$ cat src/rtl/mem_arb_pkg.sv
// Shared types and widths for the subordinate RAM arbiter between the I2C
// memory engine and the local host port.
package mem_arb_pkg;

    localparam int MEM_ADDR_W = 7;
    localparam int MEM_DATA_W = 8;

    typedef enum logic [1:0] {
        IDLE,
        LOCKED,
        FORCE_HOST
    } arb_state_t;

    typedef enum logic {
        OWN_I2C,
        OWN_HOST
    } owner_t;

endpackage

$ cat src/rtl/mem_arb_lock_fsm.sv
// Round-robin / I2C-lock arbitration state machine with a bounded host
// starvation counter; produces the per-cycle winner select.
module mem_arb_lock_fsm
    import mem_arb_pkg::*;
#(
    parameter int LOCK_MAX = 64
) (
    input  logic clk,
    input  logic rst,
    input  logic i2c_req,
    input  logic i2c_lock,
    input  logic host_req,
    output logic sel_i2c,
    output logic sel_host
);

    localparam int CNT_W = $clog2(LOCK_MAX + 1);
    localparam logic [CNT_W-1:0] CNT_LAST = CNT_W'(LOCK_MAX - 1);

    arb_state_t       state_q, state_d;
    logic [CNT_W-1:0] starve_cnt_q, starve_cnt_d;
    owner_t           last_owner_q, last_owner_d;

    // NOTE: registers use non-blocking assignments so every flop samples the
    // pre-edge values, independent of process evaluation order.
    always_ff @(posedge clk) begin
        if (rst) begin
            state_q      <= IDLE;
            starve_cnt_q <= '0;
            last_owner_q <= OWN_HOST;
        end else begin
            state_q      <= state_d;
            starve_cnt_q <= starve_cnt_d;
            last_owner_q <= last_owner_d;
        end
    end

    // NOTE: every output of this block is given a default first, so no path
    // through the case leaves a variable unassigned and no latch is inferred.
    always_comb begin
        state_d      = state_q;
        starve_cnt_d = starve_cnt_q;
        last_owner_d = last_owner_q;
        sel_i2c      = 1'b0;
        sel_host     = 1'b0;

        unique case (state_q)
            IDLE: begin
                if (i2c_req && (!host_req || last_owner_q == OWN_HOST)) begin
                    sel_i2c      = 1'b1;
                    last_owner_d = OWN_I2C;
                    if (i2c_lock) state_d = LOCKED;
                end else if (host_req) begin
                    sel_host     = 1'b1;
                    last_owner_d = OWN_HOST;
                end
            end
            LOCKED: begin
                sel_i2c = i2c_req;
                if (i2c_req) last_owner_d = OWN_I2C;
                // Starvation bound wins over a simultaneous lock release.
                if (host_req && starve_cnt_q == CNT_LAST) begin
                    state_d = FORCE_HOST;
                end else begin
                    if (host_req) starve_cnt_d = starve_cnt_q + 1'b1;
                    if (!i2c_lock) begin
                        state_d      = IDLE;
                        starve_cnt_d = '0;
                        last_owner_d = OWN_I2C;
                    end
                end
            end
            FORCE_HOST: begin
                sel_host     = host_req;
                if (host_req) last_owner_d = OWN_HOST;
                starve_cnt_d = '0;
                state_d      = i2c_lock ? LOCKED : IDLE;
            end
            default: state_d = IDLE;
        endcase
    end

endmodule

$ cat src/rtl/mem_access_arbiter.sv
// Shares the single-port 128x8 RAM between the I2C memory engine and the
// host port: grant gating, RAM muxing and one-cycle read return.
module mem_access_arbiter
    import mem_arb_pkg::*;
#(
    parameter int ADDR_W   = MEM_ADDR_W,
    parameter int DATA_W   = MEM_DATA_W,
    parameter int LOCK_MAX = 64
) (
    input  logic              clk,
    input  logic              rst,
    input  logic              i2c_req,
    input  logic              i2c_we,
    input  logic [ADDR_W-1:0] i2c_addr,
    input  logic [DATA_W-1:0] i2c_wdata,
    input  logic              i2c_lock,
    output logic              i2c_gnt,
    output logic              i2c_rvalid,
    output logic [DATA_W-1:0] i2c_rdata,
    input  logic              host_req,
    input  logic              host_we,
    input  logic [ADDR_W-1:0] host_addr,
    input  logic [DATA_W-1:0] host_wdata,
    output logic              host_gnt,
    output logic              host_rvalid,
    output logic [DATA_W-1:0] host_rdata,
    output logic [ADDR_W-1:0] mem_address,
    output logic [DATA_W-1:0] mem_wrdata,
    output logic              mem_wren,
    input  logic [DATA_W-1:0] mem_rddata
);

    logic              sel_i2c, sel_host;
    logic              rd_valid;
    owner_t            rd_owner;
    logic [DATA_W-1:0] i2c_rdata_q, host_rdata_q;

    mem_arb_lock_fsm #(.LOCK_MAX(LOCK_MAX)) u_lock_fsm (
        .clk      (clk),
        .rst      (rst),
        .i2c_req  (i2c_req),
        .i2c_lock (i2c_lock),
        .host_req (host_req),
        .sel_i2c  (sel_i2c),
        .sel_host (sel_host)
    );

    assign i2c_gnt  = sel_i2c  & i2c_req  & ~rst;
    assign host_gnt = sel_host & host_req & ~rst;

    always_comb begin
        mem_address = '0;
        mem_wrdata  = '0;
        mem_wren    = 1'b0;
        if (i2c_gnt) begin
            mem_address = i2c_addr;
            mem_wrdata  = i2c_wdata;
            mem_wren    = i2c_we;
        end else if (host_gnt) begin
            mem_address = host_addr;
            mem_wrdata  = host_wdata;
            mem_wren    = host_we;
        end
    end

    always_ff @(posedge clk) begin
        if (rst) begin
            rd_valid     <= 1'b0;
            rd_owner     <= OWN_HOST;
            i2c_rdata_q  <= '0;
            host_rdata_q <= '0;
        end else begin
            rd_valid <= (i2c_gnt & ~i2c_we) | (host_gnt & ~host_we);
            rd_owner <= host_gnt ? OWN_HOST : OWN_I2C;
            if (i2c_rvalid)  i2c_rdata_q  <= mem_rddata;
            if (host_rvalid) host_rdata_q <= mem_rddata;
        end
    end

    // A read in flight when reset arrives is dropped, not delivered.
    assign i2c_rvalid  = rd_valid & (rd_owner == OWN_I2C)  & ~rst;
    assign host_rvalid = rd_valid & (rd_owner == OWN_HOST) & ~rst;
    assign i2c_rdata   = i2c_rvalid  ? mem_rddata : i2c_rdata_q;
    assign host_rdata  = host_rvalid ? mem_rddata : host_rdata_q;

endmodule

$ cat config.mk
export PLATFORM = sky130hd
export DESIGN_NAME = mem_access_arbiter
export DESIGN_NICKNAME = d
export VERILOG_FILES = /design/src/rtl/mem_arb_pkg.sv /design/src/rtl/mem_arb_lock_fsm.sv /design/src/rtl/mem_access_arbiter.sv
export SDC_FILE = /design/constraint.sdc
export NUM_CORES = 1
export LEC_CHECK = 0
export CAP_MARGIN = 20
export CORE_AREA = 2 2 71 73
export DETAILED_ROUTE_END_ITERATION = 12
export DIE_AREA = 0 0 73 75
export PLACE_DENSITY = 0.85
export SYNTH_ARGS = -nofsm -noshare
export SYNTH_HDL_FRONTEND = slang
export SYNTH_SLANG_ARGS = --single-unit
$ cat constraint.sdc
create_clock -name clk -period 1.7 [get_ports clk]
set_input_delay 0.17 -clock clk [delete_from_list [all_inputs] [get_ports clk]]
set_output_delay 0.17 -clock clk [all_outputs]
set_load 0.05 [all_outputs]
### After elaboration in Yosys (flattened, before gate mapping)

Cells that the tools add are included.
Widths: inputs -> output; s select.

| storage, ports and cells | value |
|---|---|
| bits in registers | 28 |
| input bits | 45 |
| output and inout bits | 36 |
| word-level logic and storage cells | 70 |

| operators by class | value |
|---|---|
| $add $sub $neg | 1 |
| equality and inequality tests | 8 |
| mux-type cells | 30 |
| bitwise operators | 15 |
| reductions and logical operators | 9 |

Operator list:

| operator | number |
|---|---|
| $mux 7 | 5 |
| $mux 8 | 4 |
| $pmux 7 s2 | 1 |
| $mux 1 | 12 |
| $and 1x1->1 | 10 |
| $mux 2 | 4 |
| $add 7x1->7 const B | 1 |
| $eq 7x6->1 const B | 1 |
| $pmux 2 s3 | 1 |
| $reduce_and 3->1 | 2 |
| $ne 2x2->1 const B | 2 |
| $not 1->1 | 4 |
| $pmux 1 s2 | 2 |
| $ne 3x2->1 const B | 1 |
| $ne 3x3->1 const B | 1 |
| $pmux 1 s3 | 1 |
| $reduce_bool 3->1 | 1 |
| $eq 2x1->1 const B | 1 |
| $eq 2x2->1 const B | 1 |
| $logic_and 1x1->1 | 2 |
| $logic_not 2->1 | 1 |
| $ne 2x1->1 const B | 1 |
| $reduce_bool 2->1 | 1 |
| $logic_not 1->1 | 1 |
| other kinds (2) | 2 |

### Logic depth before layout (Yosys ltp)

Gate-level depths: netlist of run 1.

| logic depth | value |
|---|---|
| word-level depth | 9 |
| mapped depth | 7 |
| mapped depth without buffers | 6 |

### Cells and area by module

A second synthesis of run 1 with hierarchy kept.

| second synthesis, totals | value |
|---|---|
| cell total of the unflattened synthesis | 190 |
| area total of the unflattened synthesis | 1790.5 µm² |

Modules (own cells, without submodules):

| module | instances | cells an instance | area each (µm²) | sequential area each (µm²) |
|---|---|---|---|---|
| mem_access_arbiter | 1 | 113 | 1128.6 | 360.3 |
| mem_arb_lock_fsm | 1 | 77 | 661.9 | 200.2 |

### Least setup slack after synthesis of run 1

OpenSTA, ideal clock, no wires.

| timing | value |
|---|---|
| path kind | register to output |
| start point | register u_lock_fsm.state_q[1] |
| end point | output port mem_address[4] |
| arrival time | 1.840 ns |
| data required time | 1.530 ns |
| slack | -0.310 ns |
| cell stages (with the launch flop) | 7 |
| buffers on the path | 1 |
| path through | dfxtp_1 inv_1 ha_1 a21oi_1 nor3_4 buf_2 a22o_1 |

| between the ends | value |
|---|---|
| elaborated cells on any way between the ends | 11 |
| those cells by class | eq/ne (2); mux (4); bitwise (4); reduce/logical (1) |

RTL lines:

| item | line | text |
|---|---|---|
| start, declared | mem_arb_lock_fsm.sv:20 | `arb_state_t state_q, state_d;` |
| start signal, assigned | mem_arb_lock_fsm.sv:32 | `state_q <= state_d;` |
| $eq 2x1->1 / $logic_not 2->1 (equally long branches) | mem_arb_lock_fsm.sv:47 | `unique case (state_q)` |
| $pmux 1 s2 (*) | mem_arb_lock_fsm.sv:47 |  |
| $and 1x1->1 (*) (2 in series) | mem_access_arbiter.sv:48 | `assign i2c_gnt = sel_i2c & i2c_req & ~rst;` |
| net i2c_gnt | mem_access_arbiter.sv:17 | `output logic i2c_gnt,` |
| $mux 7 (*) | mem_access_arbiter.sv:55 | `if (i2c_gnt) begin` |
| end, declared | mem_access_arbiter.sv:27 | `output logic [ADDR_W-1:0] mem_address,` |

Mark *: on every way through the listed nets, which the timed path passes. The rest lies on a longest branch.

### Worst setup path in the final report of run 1

| timing | value |
|---|---|
| start point | register u_lock_fsm.state_q[0] |
| end point | output port mem_wrdata[4] |

| between the ends | value |
|---|---|
| longest elaborated chain between the ends | 6 |
| elaborated cells on any way between the ends | 11 |
| those cells by class | eq/ne (2); mux (4); bitwise (4); reduce/logical (1) |

Ends and longest elaborated chain:

| item | line | text |
|---|---|---|
| $eq 2x2->1 / $logic_not 2->1 (equally long branches) | mem_arb_lock_fsm.sv:47 |  |
| $pmux 1 s2 | mem_arb_lock_fsm.sv:47 |  |
| $and 1x1->1 (2 in series) | mem_access_arbiter.sv:49 | `assign host_gnt = sel_host & host_req & ~rst;` |
| $mux 8 | mem_access_arbiter.sv:59 | `end else if (host_gnt) begin` |
| $mux 8 (*) | mem_access_arbiter.sv:55 |  |
| end, declared | mem_access_arbiter.sv:28 | `output logic [DATA_W-1:0] mem_wrdata,` |

Every way passes the cells marked *; elsewhere a longest branch is shown, timed or not.

==> impl_metrics.env, run 1 <==
export IMPL_nFillCells=288
export IMPL_initial_core_util_pct=35.41
export IMPL_synth_compound_area_share_pct=24.41
export IMPL_hold_violations=0
export IMPL_relSlewSlack_pct=78.30
export IMPL_setup_worst_path_start_class="register"
export IMPL_avgSynthCellArea_um2=9.169
export IMPL_drive_gt1_share_pct=44.01
export IMPL_power_switching_uw=733.1
export IMPL_layout_common_cells="clkdlybuf4s50_1, buf_12, dfxtp_1, buf_4, nor2b_1"
export IMPL_period_minus_slack_ns=2.050
export IMPL_antenna_found_initial=0
export IMPL_slew_violations=0
export IMPL_grt_pass1_wl_um=8480
export IMPL_grt_pass1_vias=1849
export IMPL_dieArea_um2=5475
export IMPL_worstSetupPathType="register to primary output"
export IMPL_syn_inst=180
export IMPL_wl_per_cell_um=15.69
export IMPL_min_from="rst"
export IMPL_fp_row_count=25
export IMPL_grt_usage_pct=19.95
export IMPL_dr_pass1_iters=4
export IMPL_power_frac_comb_pct=46.2
export IMPL_switching_share_pct=32.05
export IMPL_seq_area_um2=569.3
export IMPL_rsz0062_at_grt="yes"
export IMPL_maxCapViolCount=0
export IMPL_synthMuxAreaShare_pct=12.21
export IMPL_power_uw=2287
export IMPL_vias_per_cell=5.349
export IMPL_numCtsBuffers=3
export IMPL_worst_pin_slew_ns=0.3172
export IMPL_cp_arrival_ns=1.88
export IMPL_areaGrowthSynthToFinish_pct=106.4
export IMPL_syn_nets=230
export IMPL_crit_start="u_lock_fsm.state_q[0]"
export IMPL_use_met1_pct=22.81
export IMPL_cp_max_fo=5
export IMPL_reg2reg_from="u_lock_fsm.state_q[0]"
export IMPL_grt_overflow=0
export IMPL_grt_max_degree=22
export IMPL_gp_congestion=0.7784
export IMPL_grt_use_met3_pct=6.024
export IMPL_tritoncts="yes"
export IMPL_diodes=0
export IMPL_ys_ff_latch=28
export IMPL_synth_fa_ha_area_share_pct=3.791
export IMPL_irDropWorstVdd_mv=0.3899
export IMPL_syn_cell_area_um2=1650
export IMPL_pwr_share_seq_pct=30.7
export IMPL_clock_latency_ns=0.28
export IMPL_io_pins=81
export IMPL_port_buffers=80
export IMPL_grtUsageMet2_pct=35.64
export IMPL_violations="negative setup slack"
export IMPL_multi_input_area_um2=1264
export IMPL_r2r_slack_ns=0.07
export IMPL_status="finished with violations"
export IMPL_p_leak_uw=0.001431
export IMPL_layout_setup_ws_ns=-0.3498
export IMPL_tns_ns=-5.612
export IMPL_clk_path_buf_depth=2
export IMPL_p_int_uw=1554
export IMPL_clockRootBuffer="clkbuf_8"
export IMPL_synth_distinct_cells=42
export IMPL_drtIter0Drc=85
export IMPL_cts_clk_slew_worst_paths_ns=0.09
export IMPL_drc_errors=0
export IMPL_required_ns=1.53
export IMPL_dp_hpwl_um=3800
export IMPL_fin_crit_sh_pct=120.6
export IMPL_die_x_um=73
export IMPL_die_h_um=75
export IMPL_htreeDepth=1
export IMPL_setup_viol=23
export IMPL_synthSimpleGateAreaFrac_pct=19.86
export IMPL_endpoint_kind="primary output"
export IMPL_synthXorXnorAreaFrac_pct=0
export IMPL_worst_r2r_cell_count=8
export IMPL_busiest_layer="met2"
export IMPL_final_nets=335
export IMPL_hp_class="input port to register"
export IMPL_clock_sinks=28
export IMPL_crit_end="mem_wrdata[4]"
export IMPL_synth_top_family_by_area="compound AO/OA/AOI/OAI gates"
export IMPL_fin_worst_skew_ns=0.002242
export IMPL_max_freq_mhz=487.9
export IMPL_p_per_area_nw_per_um2=671.3
export IMPL_postCtsHoldBufs=0
export IMPL_ant_nets=0
export IMPL_r2r_end="u_lock_fsm.state_q[0]"
export IMPL_ys_warn_count=0
export IMPL_drt_total_wl_um=5304
export IMPL_vias=1808
export IMPL_fp_coreArea_um2=4661
export IMPL_ys_seq_area_share_pct=33.97
export IMPL_clockPowerShare_pct=23.1
export IMPL_final_common_cell="clkdlybuf4s50_1"
critical path: stages, from the launching register on:
cell and delay [ns]:
dfxtp_2 0.35, inv_2 0.05, ha_4 0.16, a21boi_1 0.12, o21ai_1 0.19, o21ba_4 0.22, buf_16 0.14, a22o_4 0.22
buf_12 0.14
cell type report:
class                           count  share of cell area [%]
Timing Repair Buffer              109                   41.02
Sequential cell                    28                   16.71
Clock inverter                      1                  0.8814
Multi-Input combinational cell    133                   37.09
Tap cell                           54                   1.983
Inverter                           10                   1.102
Clock buffer                        3                   1.212
sequential cells by signal (all words and copies together), names as in the netlist:
| register | count |
|---|---|
| rd_owner | 1 |
| rd_valid | 1 |
| host_rdata_q | 8 |
| i2c_rdata_q | 8 |
| u_lock_fsm.state_q | 2 |
| u_lock_fsm.starve_cnt_q | 7 |
| u_lock_fsm.last_owner_q | 1 |
worst min path at each step:
stage	to	slack (ns)	depth (start not counted)
floorplan	rd_owner	0.31	2
global placement	u_lock_fsm.starve_cnt_q[0]	0.46	1
detailed placement	u_lock_fsm.starve_cnt_q[0]	0.47	1
CTS	u_lock_fsm.starve_cnt_q[0]	0.49	1
global route	u_lock_fsm.state_q[0]	0.35	3
finish	u_lock_fsm.state_q[0]	0.33	3
repair_timing:
action	4_1_cts	5_1_grt
cloned	2	1
pin swaps	6	9
resized for setup	38	24
endpoints found under the setup margin	38	39
setup buffers	3	2
through the flow:
step | setup slack, ns | hold slack [ns] | utilization, % | instance area, um2 | std cells
after detailed placement | -0.2483 | 0.4750 | 65.13 | 3035 | 327
after floorplan | 0.007050 | 0.3135 | - | 1767 | 180
after global placement | -0.2197 | 0.4558 | 65.13 | 3035 | 327
after global routing | -0.4149 | 0.3471 | 73.10 | 3407 | 338
final | -0.3498 | 0.3339 | 73.10 | 3407 | 338
after CTS | -0.3162 | 0.4929 | 70.74 | 3297 | 335
kinds of logic after synthesis:
kind of cell,Yosys count
AO/OA/AOI/OAI,55
buffers and inverters,20
flip-flops,28
AND/OR/NAND/NOR,54
adder cells (fa/ha/maj),5
multiplexers,18
cells in the mapped netlist:
library cell	count	area, um2
mux2_2	1	11.26
dfxtp_1	28	560.5
o311a_1	1	10.01
a31oi_1	4	25.02
o21ba_2	1	10.01
buf_2	4	20.02
o21bai_1	2	15.01
a221oi_1	1	8.760
and3b_1	1	8.760
nand2_1	6	22.52
mux2i_1	1	10.01
a21oi_1	10	50.05
and3_1	1	6.260
and4_4	1	11.26
nor2b_1	20	125.1
a22o_1	16	140.1
a21o_1	2	15.01
nand3b_1	1	7.510
a211o_1	1	8.760
o22ai_1	1	6.260
nor2_1	6	22.52
o31ai_1	1	7.510
ha_1	5	62.56
buf_6	2	22.52
o21ai_0	6	30.03
nor3b_1	1	7.510
mux2_1	16	180.2
nor3_4	1	16.27
a2111oi_0	2	17.52
or2_2	1	6.260
a211oi_1	2	15.01
a2111o_1	2	22.52
a21boi_1	1	7.510
clkbuf_1	4	15.01
o2bb2ai_1	1	8.760
inv_2	1	3.750
or2b_1	2	15.01
inv_1	9	33.78
nand3_1	4	20.02
o21ai_1	1	5.000
nand2b_1	7	43.79
or4_1	2	15.01
layer usage:
metal	routed length, um	up-vias
met5	0	-
met4	93	0
met3	446	11
met2	2682	95
met1	2081	833
li1	-	869
power groups by stage:
stage / combinational [uW] / sequential (uW) / clock (uW)
finish: 1060 / 702 / 529
global route: 1110 / 706 / 568
CTS: 1000 / 700 / 537
detailed placement: 918 / 712 / 0
global placement: 903 / 710 / 0
floorplan: 475 / 709 / 0
Power figures use the tool's default switching activity.
==> run 2: changes to the inputs <==
--- a/config.mk
+++ b/config.mk
@@ -5,6 +5,7 @@
 export SDC_FILE = /design/constraint.sdc
 export NUM_CORES = 1
 export LEC_CHECK = 0
+export ABC_AREA = 0
 export CAP_MARGIN = 20
 export CORE_AREA = 2 2 71 73
 export DETAILED_ROUTE_END_ITERATION = 12
==> results of run 2 <==
The final DEF is identical to that of run 1; final timing and power are the same.
==> run 3: changes to the inputs <==
--- a/config.mk
+++ b/config.mk
@@ -10,7 +10,9 @@
 export CORE_AREA = 2 2 71 73
 export DETAILED_ROUTE_END_ITERATION = 12
 export DIE_AREA = 0 0 73 75
+export MAX_ROUTING_LAYER = met4
 export PLACE_DENSITY = 0.85
+export SETUP_SLACK_MARGIN = 0.02
 export SYNTH_ARGS = -nofsm -noshare
 export SYNTH_HDL_FRONTEND = slang
 export SYNTH_SLANG_ARGS = --single-unit
==> run 3 against run 2 <==
- the flow still finishes with violations (negative setup slack)
- non-clock buffer count rose by 4
- register-to-register slack worse by 0.13 ns
- first-iteration DRC count decreased by 3.5%
- critical path type unchanged
- critical endpoint is now mem_wrdata[1]
==> impl_metrics.env, run 3 (synthesis results as in run 1) <==
export IMPL_status="finished with violations"
export IMPL_violations="negative setup slack"
export IMPL_r2r_end="u_lock_fsm.state_q[1]"
export IMPL_holdWs_ns=0.2956
export IMPL_tritoncts="yes"
export IMPL_pre_cts_ws_ns=-0.2793
export IMPL_irDropWorstVdd_mv=0.4186
export IMPL_htreeDepth=1
export IMPL_ant_nets=0
export IMPL_dr_pass1_iters=4
export IMPL_worst_r2r_cell_count=8
export IMPL_numCtsBuffers=3
export IMPL_postCtsHoldBufs=0
export IMPL_port_buffers=80
export IMPL_areaGrowthSynthToFinish_pct=108.7
export IMPL_relSlewSlack_pct=76.94
export IMPL_grt_usage_pct=21.68
export IMPL_fin_crit_sh_pct=121.3
export IMPL_rsz0062_at_grt="yes"
export IMPL_clock_latency_ns=0.28
export IMPL_drt_met1_wl_um=2336
export IMPL_dp_hpwl_um=3815
export IMPL_wl_met3_um=433
export IMPL_grt_pass1_wl_um=8825
export IMPL_clock_sinks=28
export IMPL_layout_setup_ws_ns=-0.3624
export IMPL_max_freq_mhz=484.9
export IMPL_dp_cells=327
export IMPL_setup_viol=24
export IMPL_max_stage_delay_ns=0.39
export IMPL_wl_per_cell_um=18.16
export IMPL_worst_pin_slew_ns=0.3372
export IMPL_period_minus_slack_ns=2.062
export IMPL_maxCapViolCount=0
export IMPL_cp_arrival_ns=1.89
export IMPL_endpoint_kind="primary output"
export IMPL_fin_area_um2=3445
export IMPL_crit_cells=7
export IMPL_layout_common_cells="clkdlybuf4s50_1, buf_12, buf_4"
export IMPL_p_per_area_nw_per_um2=660.9
export IMPL_die_x_um=73
export IMPL_initial_core_util_pct=35.41
export IMPL_grt_pass1_vias=1899
export IMPL_dieArea_um2=5475
export IMPL_final_nets=339
export IMPL_hp_class="input port to register"
export IMPL_reg_top3="host_rdata_q (8), i2c_rdata_q (8), u_lock_fsm.starve_cnt_q (7)"
export IMPL_reg2reg_from="u_lock_fsm.state_q[0]"
export IMPL_vias=1893
export IMPL_cp_max_fo=8
export IMPL_clk_path_buf_depth=2
export IMPL_gp_congestion=0.8026
export IMPL_clockRootBuffer="clkbuf_8"
export IMPL_wl_met2_um=3254
export IMPL_drive_gt1_share_pct=45.14
export IMPL_path_cells="inv_4 > ha_4 > a21boi_4 > o21ai_4 > o21ba_4 > a22o_4 > buf_12"
export IMPL_hold_violations=0
export IMPL_p_leak_uw=0.001459
export IMPL_setup_worst_path_start_class="register"
export IMPL_drc_errors=0
export IMPL_required_ns=1.53
export IMPL_finalNonFillerCells=342
export IMPL_die_h_um=75
export IMPL_slew_violations=0
export IMPL_hold_depth=3
export IMPL_worstSetupPathType="register to primary output"
export IMPL_antenna_found_initial=0
export IMPL_slowest_stage="dfxtp_4"
export IMPL_r2r_slack_ns=-0.06
export IMPL_drt_total_wl_um=6212
export IMPL_final_common_cell="clkdlybuf4s50_1"
export IMPL_fp_coreArea_um2=4661
export IMPL_grt_max_degree=21
export IMPL_placed_area_um2=3030
export IMPL_critPathTopFamily="compound AO/OA/AOI/OAI gates"
export IMPL_vias_per_cell=5.535
export IMPL_fp_row_count=25
export IMPL_io_pins=81
export IMPL_cts_clk_slew_worst_paths_ns=0.10
export IMPL_hold_end="rd_owner"
export IMPL_fin_worst_skew_ns=0.007809
export IMPL_diodes=0
export IMPL_grt_overflow=0
export IMPL_nFillCells=272
export IMPL_min_from="host_req"
export IMPL_drtIter0Drc=82
export IMPL_top_layer_used="met4"
export IMPL_critPathBufInv=2
[run 3: final cells by class]
class | instances | area (um2) | area share [%]
Tap cell | 54 | 67.56 | 1.961
Multi-Input combinational cell | 133 | 1290 | 37.45
Sequential cell | 28 | 571.8 | 16.60
Clock buffer | 4 | 55.05 | 1.598
Timing Repair Buffer | 113 | 1418 | 41.16
Inverter | 10 | 42.54 | 1.235
[run 3: power breakdown]
| group | leakage (uW) | switching [uW] | internal [uW] | total (uW) |
|---|---|---|---|---|
| logic | 0.00120 | 540 | 596 | 1140 |
| registers | 0.000229 | 24.9 | 684 | 709 |
| clock network | 0.0000288 | 223 | 208 | 431 |
| total | 0.00146 | 788 | 1490 | 2280 |
[run 3: how the worst max path moves through the flow]
stage                                  startpoint       endpoint  slack, ns
after floorplan             u_lock_fsm.state_q[1]       mem_wren       0.01
after global placement                        rst   i2c_rdata[6]      -0.20
after global routing      u_lock_fsm.last_owner_q  mem_wrdata[4]      -0.40
final                       u_lock_fsm.state_q[0]  mem_wrdata[1]      -0.36
after detailed placement                 host_req  mem_wrdata[7]      -0.28
after CTS                   u_lock_fsm.state_q[0]  mem_wrdata[1]      -0.29
[run 3: worst min-delay path: cells and delay by family]
kind	cells	cell delay, ns
simple gates	1	0.06
buf+inv	1	0.19
compound gates	1	0.11
[run 3: repair_timing]
action	in CTS	in global routing
pin swaps	7	14
gates resized for setup	45	22
setup buffers	5	3
cloned	2	1
setup endpoints to repair	37	40
[run 3: stage by stage]
step           setup TNS (ns)  utilization, %  power, uW
6_report               -5.729           73.91       2276
5_1_grt                -6.982           73.91       2362
4_1_cts                -4.343           71.38       2180
3_5_place_dp           -9.709           65.02       1641
3_3_place_gp           -7.378           65.02       1627
2_1_floorplan               0               -       1188
[run 3: routing by layer]
layer  global-route usage, %  vias up
met2                   38.74      119
met1                   23.65      883
met5                       -        -
li1                        -      873
met4                   8.025        0
met3                   4.552       18
